--- config.mk ---
export PLATFORM = sky130hd
export DESIGN_NAME = uart_tx_flow
export DESIGN_NICKNAME = d
export VERILOG_FILES = /design/src/rtl/uart_tx_flow.sv
export SDC_FILE = /design/constraint.sdc
export NUM_CORES = 1
export LEC_CHECK = 0
export CAP_MARGIN = 40
export CORE_MARGIN = 10
export CORE_UTILIZATION = 50
export CTS_CLUSTER_SIZE = 14
export DETAILED_ROUTE_END_ITERATION = 6
export PLACE_DENSITY = 0.82
export SETUP_SLACK_MARGIN = 0.15
export SKIP_CTS_REPAIR_TIMING = 1
export SYNTH_ARGS = -nofsm -noshare
export SYNTH_HDL_FRONTEND = slang
export SYNTH_SLANG_ARGS = --single-unit
--- constraint.sdc ---
create_clock -name clk -period 2 [get_ports clk]
set_input_delay 0.4 -clock clk [delete_from_list [all_inputs] [get_ports clk]]
set_output_delay 0.4 -clock clk [all_outputs]
set_load 0.05 [all_outputs]
--- src/rtl/uart_tx_flow.sv ---
// 8N1 UART transmitter with RTS flow control: each accepted byte is held
// until the synchronised host RTS allows the frame to start.
module uart_tx_flow #(
  parameter int unsigned BAUD_DIV  = 104,
  parameter int unsigned FLOW_CTRL = 1
) (
  input  logic       clk,
  input  logic       rstn,
  input  logic [7:0] data,
  input  logic       start,
  input  logic       rts,
  output logic       tx,
  output logic       ready,
  output logic       waiting
);

  localparam int unsigned CW = (BAUD_DIV > 1) ? $clog2(BAUD_DIV) : 1;
  localparam logic [CW-1:0] CNT_LAST = CW'(BAUD_DIV - 1);

  typedef enum logic [2:0] {IDLE, WAIT_RTS, START, DATA, STOP} state_t;

  state_t        state, state_n;
  logic [CW-1:0] cnt, cnt_n;
  logic [2:0]    bitn, bitn_n;
  logic [7:0]    sh, sh_n;
  logic          tx_n, ready_n, waiting_n;
  logic          rts_m, rts_q, rts_s;
  logic          accept, bit_end;

  always_ff @(posedge clk or negedge rstn) begin
    if (!rstn) begin
      rts_m <= 1'b0;
      rts_q <= 1'b0;
    end else begin
      rts_m <= rts;
      rts_q <= rts_m;
    end
  end

  assign rts_s   = (FLOW_CTRL != 0) ? rts_q : 1'b1;
  assign accept  = start & ready;
  assign bit_end = (cnt == CNT_LAST);

  always_comb begin
    state_n = state;
    cnt_n   = cnt;
    bitn_n  = bitn;
    sh_n    = sh;
    case (state)
      IDLE: begin
        if (accept) begin
          sh_n    = data;
          cnt_n   = '0;
          state_n = rts_s ? START : WAIT_RTS;
        end
      end
      WAIT_RTS: begin
        if (rts_s) begin
          cnt_n   = '0;
          state_n = START;
        end
      end
      START: begin
        if (bit_end) begin
          cnt_n   = '0;
          bitn_n  = '0;
          state_n = DATA;
        end else begin
          cnt_n = cnt + 1'b1;
        end
      end
      DATA: begin
        if (bit_end) begin
          cnt_n  = '0;
          sh_n   = {1'b0, sh[7:1]};
          bitn_n = bitn + 1'b1;
          if (bitn == 3'd7) state_n = STOP;
        end else begin
          cnt_n = cnt + 1'b1;
        end
      end
      STOP: begin
        // A start taken in the last stop cycle chains straight into the next frame.
        if (bit_end) begin
          cnt_n = '0;
          if (accept) begin
            sh_n    = data;
            state_n = rts_s ? START : WAIT_RTS;
          end else begin
            state_n = IDLE;
          end
        end else begin
          cnt_n = cnt + 1'b1;
        end
      end
      default: state_n = IDLE;
    endcase

    // Outputs are decoded from the next state so the registered copies line up with it.
    tx_n = 1'b1;
    if (state_n == START)     tx_n = 1'b0;
    else if (state_n == DATA) tx_n = sh_n[0];
    ready_n   = (state_n == IDLE) || ((state_n == STOP) && (cnt_n == CNT_LAST));
    waiting_n = (state_n == WAIT_RTS);
  end

  always_ff @(posedge clk or negedge rstn) begin
    if (!rstn) begin
      state   <= IDLE;
      cnt     <= '0;
      bitn    <= '0;
      sh      <= '0;
      tx      <= 1'b1;
      ready   <= 1'b1;
      waiting <= 1'b0;
    end else begin
      state   <= state_n;
      cnt     <= cnt_n;
      bitn    <= bitn_n;
      sh      <= sh_n;
      tx      <= tx_n;
      ready   <= ready_n;
      waiting <= waiting_n;
    end
  end

endmodule

==> reports/results.tsv, run 1 <==
stage	metric	value	unit
detailed_routing	Final ANT Viol Nets	0	
critical_path	required time of the critical path	2.27	ns
timing	Final Hold Fails	0	
timing	RSZ-0062 raised after global routing	true	
grt	first-pass GRT wire length	5600	µm
yosys	Mapped Nets	178	
yosys	share of flip-flops with an asynchronous set or reset	1.00	
critical_path	Worst R2R Setup Slack	0.04	ns
critical_path	FF-to-FF path depth	6	
critical_path	worst reg2reg endpoint	ready	
clocking	maximum root-to-sink buffer count	2	
timing	worst-margin pin slew	0.514	ns
timing	Fmax achieved	510	MHz
yosys	Synth Register Bits	26	
critical_path	Arr. time, crit path	2.23	ns
clocking	# clock sinks	26	
floorplan	Die Width	73.3	µm
yosys	ys flop type	dfrtp_1	
detailed_routing	vias per cell	5.88	
cells_and_area	layout cells sized above 1	0.222	
floorplan	core box area	2730	µm²
yosys	Avg Synthesized Cell Area	8.71	µm²
critical_path	CP startpoint	state[0]	
timing	Period minus WS final	1.96	ns
floorplan	io pins	15	
yosys	Post-synth EDFFs	0	
clocking	H-tree depth	1	
detailed_routing	drt total wl	3450	µm
timing	Final Max Slew Viols	0	
grt	busiest grt layer	met2	
critical_path	critical path class	flip-flop to flip-flop	
timing	setup TNS	0	ns
yosys	YS warnings	0	
floorplan	Die H	73.3	µm
floorplan	num rows	19	
detailed_routing	initial drt markers	148	
critical_path	crit-path max FO	5	
power	PnR Total Power	831	µW
grt	met2 Usage GRT	0.231	
worst_hold_path	HP Class	flip-flop to flip-flop	
placed_design	post-DP HPWL	2500	µm
grt	initial antenna violation count	0	
floorplan	initial core utilization	0.519	
cells_and_area	most common cell after layout, fill and taps aside	nand2_1	
clocking	CTS root buffer	clkbuf_4	
critical_path	Worst Setup End Kind	flip-flop	
timing	Slew HR	0.657	
critical_path	reg2reg start	state[0]	
cells_and_area	Finished Layout Cells	225	
detailed_routing	DR vias	1322	
grt	vias in the first global route	1338	
cells_and_area	# diodes	0	
power	maximum VDD drop	0.422	mV
critical_path	CP Capture Point	ready	
placed_design	input/output buffers	14	
grt	met3 Usage GRT	0.0188	
clocking	Worst-path clk slew	0.14	ns
clocking	CTS tree	built	
timing	fin crit share	0.980	
grt	Global Route Usage Sum	0.126	
floorplan	die area	5370	µm²
yosys	Synth Instances	163	
timing	final count of negative-setup-slack endpoints	0	
yosys	area of the mapped netlist	1420	µm²
power	PD cells	457	nW/µm²
power	Leakage	0.853	nW
clocking	Clock Latency Late Sink	0.32	ns
critical_path	critical path startpoint category	flip-flop	
run_status	run status	completed	
cells_and_area	Area growth, synth to finish	28.1	%
yosys	unique cell type count in the Yosys netlist	38	
placed_design	routability cong.	0.875	
detailed_routing	TritonRoute pass-1 iters	5	
timing	Final Skew	0.00865	ns
grt	GRT Residual Overflow	0	
cells_and_area	post-route core utilization	0.665	
job	number of max-cap violations	0	
placed_design	Inst Count DP	216	
detailed_routing	DR WL/cell	15.3	µm
grt	M1 GR Usage	0.138	
cells_and_area	most frequent cells in the layout	nand2_1, dfrtp_1, buf_4	
yosys	Seq/Total Area, Yosys	0.460	
clocking	CTS buffer count	3	
detailed_routing	drc violations	0	
cells_and_area	net count reported at finish	210	
grt	largest net degree at the start of global routing	27	
==> worst max-delay path: stages (launching register included) <==
cell	delay (ns)
dfrtp_1	0.42
or3b_4	0.41
and2_4	0.19
or4b_4	0.51
o311ai_4	0.08
nand4_1	0.15
a21oi_2	0.16
==> area by class of cell <==
class                           count  area, µm²
Tap cell                           31       38.8
Multi-Input combinational cell    125        781
Fill cell                         211        915
Timing Repair Buffer               35        295
Sequential cell                    26        653
Inverter                            4       15.0
Clock buffer                        4       36.3
==> stage by stage <==
step | instance area [µm²] | setup WS [ns] | hold WS [ns]
5_1_grt | 1820 | -0.0125 | 0.380
3_3_place_gp | 1690 | 0.0161 | 0.339
2_1_floorplan | 1430 | 0.145 | 0.104
3_5_place_dp | 1690 | -0.144 | 0.343
6_report | 1820 | 0.0401 | 0.375
4_1_cts | 1730 | -0.00398 | 0.376
==> Yosys cell counts, types with 2 or more instances <==
master	instances	area [µm²]
ha_1	3	37.5
dfrtp_1	24	601
o22ai_1	4	25.0
o32ai_1	3	26.3
and3_1	2	12.5
nand2_1	38	143
o31ai_1	2	15.0
dfstp_2	2	52.6
nand3_1	4	20.0
clkbuf_1	8	30.0
inv_1	4	15.0
o21ai_1	2	10.0
nor2b_1	3	18.8
o21ai_0	14	70.1
nand2b_1	5	31.3
nand4_1	2	12.5
nor2_1	6	22.5
a21oi_1	9	45.0
a22oi_1	7	52.6
and2_1	3	18.8
==> routing by layer <==
layer | wire [µm] | part of all wire
met5 | 0 | 0
met2 | 1770 | 0.51
met3 | 130 | 0.038
met1 | 1470 | 0.43
met4 | 84 | 0.024
==> how the worst min path moves through the flow <==
stage,startpoint,to,slack [ns],cells after the start
after global placement,rts_m,rts_q,0.34,0
final,rts_m,rts_q,0.37,0
after global routing,rts_m,rts_q,0.38,0
after detailed placement,rts_m,rts_q,0.34,0
after CTS,rts_m,rts_q,0.38,0
after floorplan,rstn,bitn[0],0.10,0
==> sequential cells by signal, indices dropped and copies added (netlist names) <==
signal   count
bitn         3
cnt          7
ready        1
rts_m        1
rts_q        1
sh           8
state        3
tx           1
waiting      1
==> where the power goes <==
part	total, mW	internal [mW]	leakage [nW]	switching [mW]
logic	0.0351	0.0214	0.511	0.0137
registers	0.529	0.528	0.321	0.00147
clock network	0.266	0.111	0.0210	0.155
total	0.831	0.661	0.853	0.170
==> logic make-up (layout without fill, tap and decap cells) <==
kind of cell / count (synthesis) / count (layout) / share of synthesized area
AO/OA/AOI/OAI: 50 / 50 / 0.227
XOR/XNOR: 1 / 1 / 0.00617
adder cells (fa/ha/maj): 3 / 3 / 0.0264
buffers and inverters: 12 / 43 / 0.0317
flip-flops: 26 / 26 / 0.460
multiplexers: 1 / 1 / 0.00705
AND/OR/NAND/NOR: 70 / 70 / 0.241
Note: power is estimated with default switching activity, not from simulation.
==> run 2: changes to the inputs <==
- GPL_ROUTABILITY_DRIVEN: unset -> 0
- SLEW_MARGIN: unset -> 20
==> results of run 2 <==
Final layout, timing and power as in run 1 (identical DEF).
==> run 3: changes to the inputs <==
==> constraint.sdc (replaced) <==
create_clock -name clk -period 2 [get_ports clk]
set_input_delay 0.3 -clock clk [delete_from_list [all_inputs] [get_ports clk]]
set_output_delay 0.3 -clock clk [all_outputs]
set_load 0.05 [all_outputs]
==> run 3 against run 2 <==
Effect of this change: highest routed layer unchanged; largest power group unchanged; non-clock buffer count shrank 6; via count shrank 0.45%; first-iteration DRC count shrank 11%; fmax shrank 0.57%; sequential power is essentially flat; global-route usage shrank 0.059 points; sequential share of layout area grew 1.1 points; largest cell class unchanged.
==> reports/results.tsv, run 3 (synthesized netlist as in run 1, its figures left out) <==
stage	metric	value	unit	change
critical_path	Worst Setup End Kind	flip-flop		
timing	worst-margin pin slew	0.533	ns	+0.0186 ns
detailed_routing	initial drt markers	131		-11%
detailed_routing	drc violations	0		unchanged
timing	Final Hold Fails	0		unchanged
placed_design	post-DP HPWL	2510	µm	+0.36%
power	Leakage	0.798	nW	-6.4%
grt	GRT Residual Overflow	0		unchanged
floorplan	core box area	2730	µm²	unchanged
timing	Period minus WS final	1.97	ns	+0.0112 ns
floorplan	die area	5370	µm²	unchanged
timing	Slew HR	0.644		-0.0124
cells_and_area	most common cell after layout, fill and taps aside	nand2_1		
critical_path	Worst R2R Setup Slack	0.03	ns	about the same
timing	setup TNS	0	ns	unchanged
worst_hold_path	HP Class	primary input to async pin		
clocking	CTS buffer count	3		unchanged
critical_path	critical path class	flip-flop to flip-flop		
floorplan	Die Width	73.3	µm	unchanged
run_status	run status	completed		
placed_design	input/output buffers	14		unchanged
critical_path	required time of the critical path	2.25	ns	-0.02 ns
cells_and_area	biggest regs	sh: 8 flops, cnt: 7 flops		
floorplan	io pins	15		unchanged
cells_and_area	# diodes	0		unchanged
cells_and_area	Largest register FFs	8		unchanged
detailed_routing	Final ANT Viol Nets	0		unchanged
cells_and_area	Area growth, synth to finish	24.2	%	
power	PD cells	446	nW/µm²	-2.3%
cells_and_area	final instance area	1760	µm²	-3.0%
cells_and_area	fill count	213		+0.95%
grt	vias in the first global route	1370		+2.4%
grt	Global Route Usage Sum	0.126		-0.000588
clocking	H-tree depth	1		unchanged
cells_and_area	most frequent cells in the layout	nand2_1, dfrtp_1, buf_4		
critical_path	critical path startpoint category	flip-flop		
timing	Final Skew	0.00238	ns	-0.00627 ns
detailed_routing	vias per cell	6.01		+2.3%
timing	Fmax achieved	507	MHz	-0.57%
clocking	maximum root-to-sink buffer count	2		unchanged
clocking	CTS root buffer	clkbuf_4		
grt	first-pass GRT wire length	5690	µm	+1.6%
critical_path	Arr. time, crit path	2.22	ns	about the same
cells_and_area	Most flops, register	sh		
floorplan	initial core utilization	0.519		unchanged
floorplan	num rows	19		unchanged
detailed_routing	TritonRoute pass-1 iters	4		-1
timing	Final Max Slew Viols	0		unchanged
detailed_routing	DR vias	1316		-0.45%
detailed_routing	DR WL/cell	15.4	µm	+0.59%
timing	RSZ-0062 raised after global routing	true		
critical_path	crit-path max FO	5		unchanged
clocking	# clock sinks	26		unchanged
detailed_routing	drt total wl	3380	µm	-2.1%
power	PnR Total Power	787	µW	-5.3%
timing	final count of negative-setup-slack endpoints	0		unchanged
grt	initial antenna violation count	0		unchanged
cells_and_area	layout cells sized above 1	0.181		-0.0408
job	number of max-cap violations	0		unchanged
timing	fin crit share	0.986		+0.00559
power	maximum VDD drop	0.346	mV	-18%
placed_design	Cell Area, Placed	1680	µm²	-0.74%
clocking	Worst-path clk slew	0.13	ns	about the same
clocking	Clock Latency Late Sink	0.31	ns	about the same
grt	largest net degree at the start of global routing	27		unchanged
floorplan	Die H	73.3	µm	unchanged
cells_and_area	net count reported at finish	204		-2.9%
clocking	CTS tree	built		
==> run 3: cell types whose count changed in the layout (fill, tap and decap cells not counted) <==
cell and delta:
clkbuf_8 -1, clkbuf_1 +1, nand2b_2 -1, clkdlybuf4s50_1 +1, nand2b_1 +1, buf_4 -7
==> run 3: stage by stage <==
step,instances,util,worst slack [ns],hold WS [ns]
floorplan,163,-,0.145,0.00441
finish,219,0.645,0.0290,0.332
global placement,214,0.614,0.0854,0.339
CTS,218,0.624,-0.0197,0.335
detailed placement,214,0.614,-0.0743,0.343
global route,219,0.645,-0.0481,0.339
==> run 3: routing by layer <==
metal,track usage,wire (µm),share of wire
met1,0.142,1420,0.42
met5,0,0,0
met3,0.0202,170,0.050
met4,0.0414,27,0.0080
met2,0.231,1760,0.52
==> run 3: final cells by class <==
cell class / count / area [µm²] / area share
timing repair buffer: 29 / 253 / 0.143
inverter: 4 / 15.0 / 0.00851
clock buffer: 4 / 26.3 / 0.0149
multi-input combinational: 125 / 778 / 0.441
tap: 31 / 38.8 / 0.0220
sequential: 26 / 653 / 0.370
==> run 3: worst paths after layout <==
check                          from     end  cells past startpoint
max in group asynchronous      rstn      tx                      2
setup / recovery           state[1]   ready                      6
min in group clk              rts_m   rts_q                      0
hold / removal                 rstn  cnt[4]                      2
hold reg to reg               rts_m   rts_q                      0
setup reg to reg           state[1]   ready                      6
==> run 3: power by group <==
part | internal (mW) | leakage (nW) | switching [mW]
registers | 0.528 | 0.321 | 0.00151
clock network | 0.0779 | 0.0150 | 0.146
logic | 0.0203 | 0.462 | 0.0134
==> run 3: worst max-delay path, cell delays in order, from the launching register on <==
cell,delay [ns]
dfrtp_1,0.41
or3b_4,0.41
and2_4,0.18
or4b_4,0.51
o311ai_4,0.08
nand4_1,0.15
a21oi_2,0.16
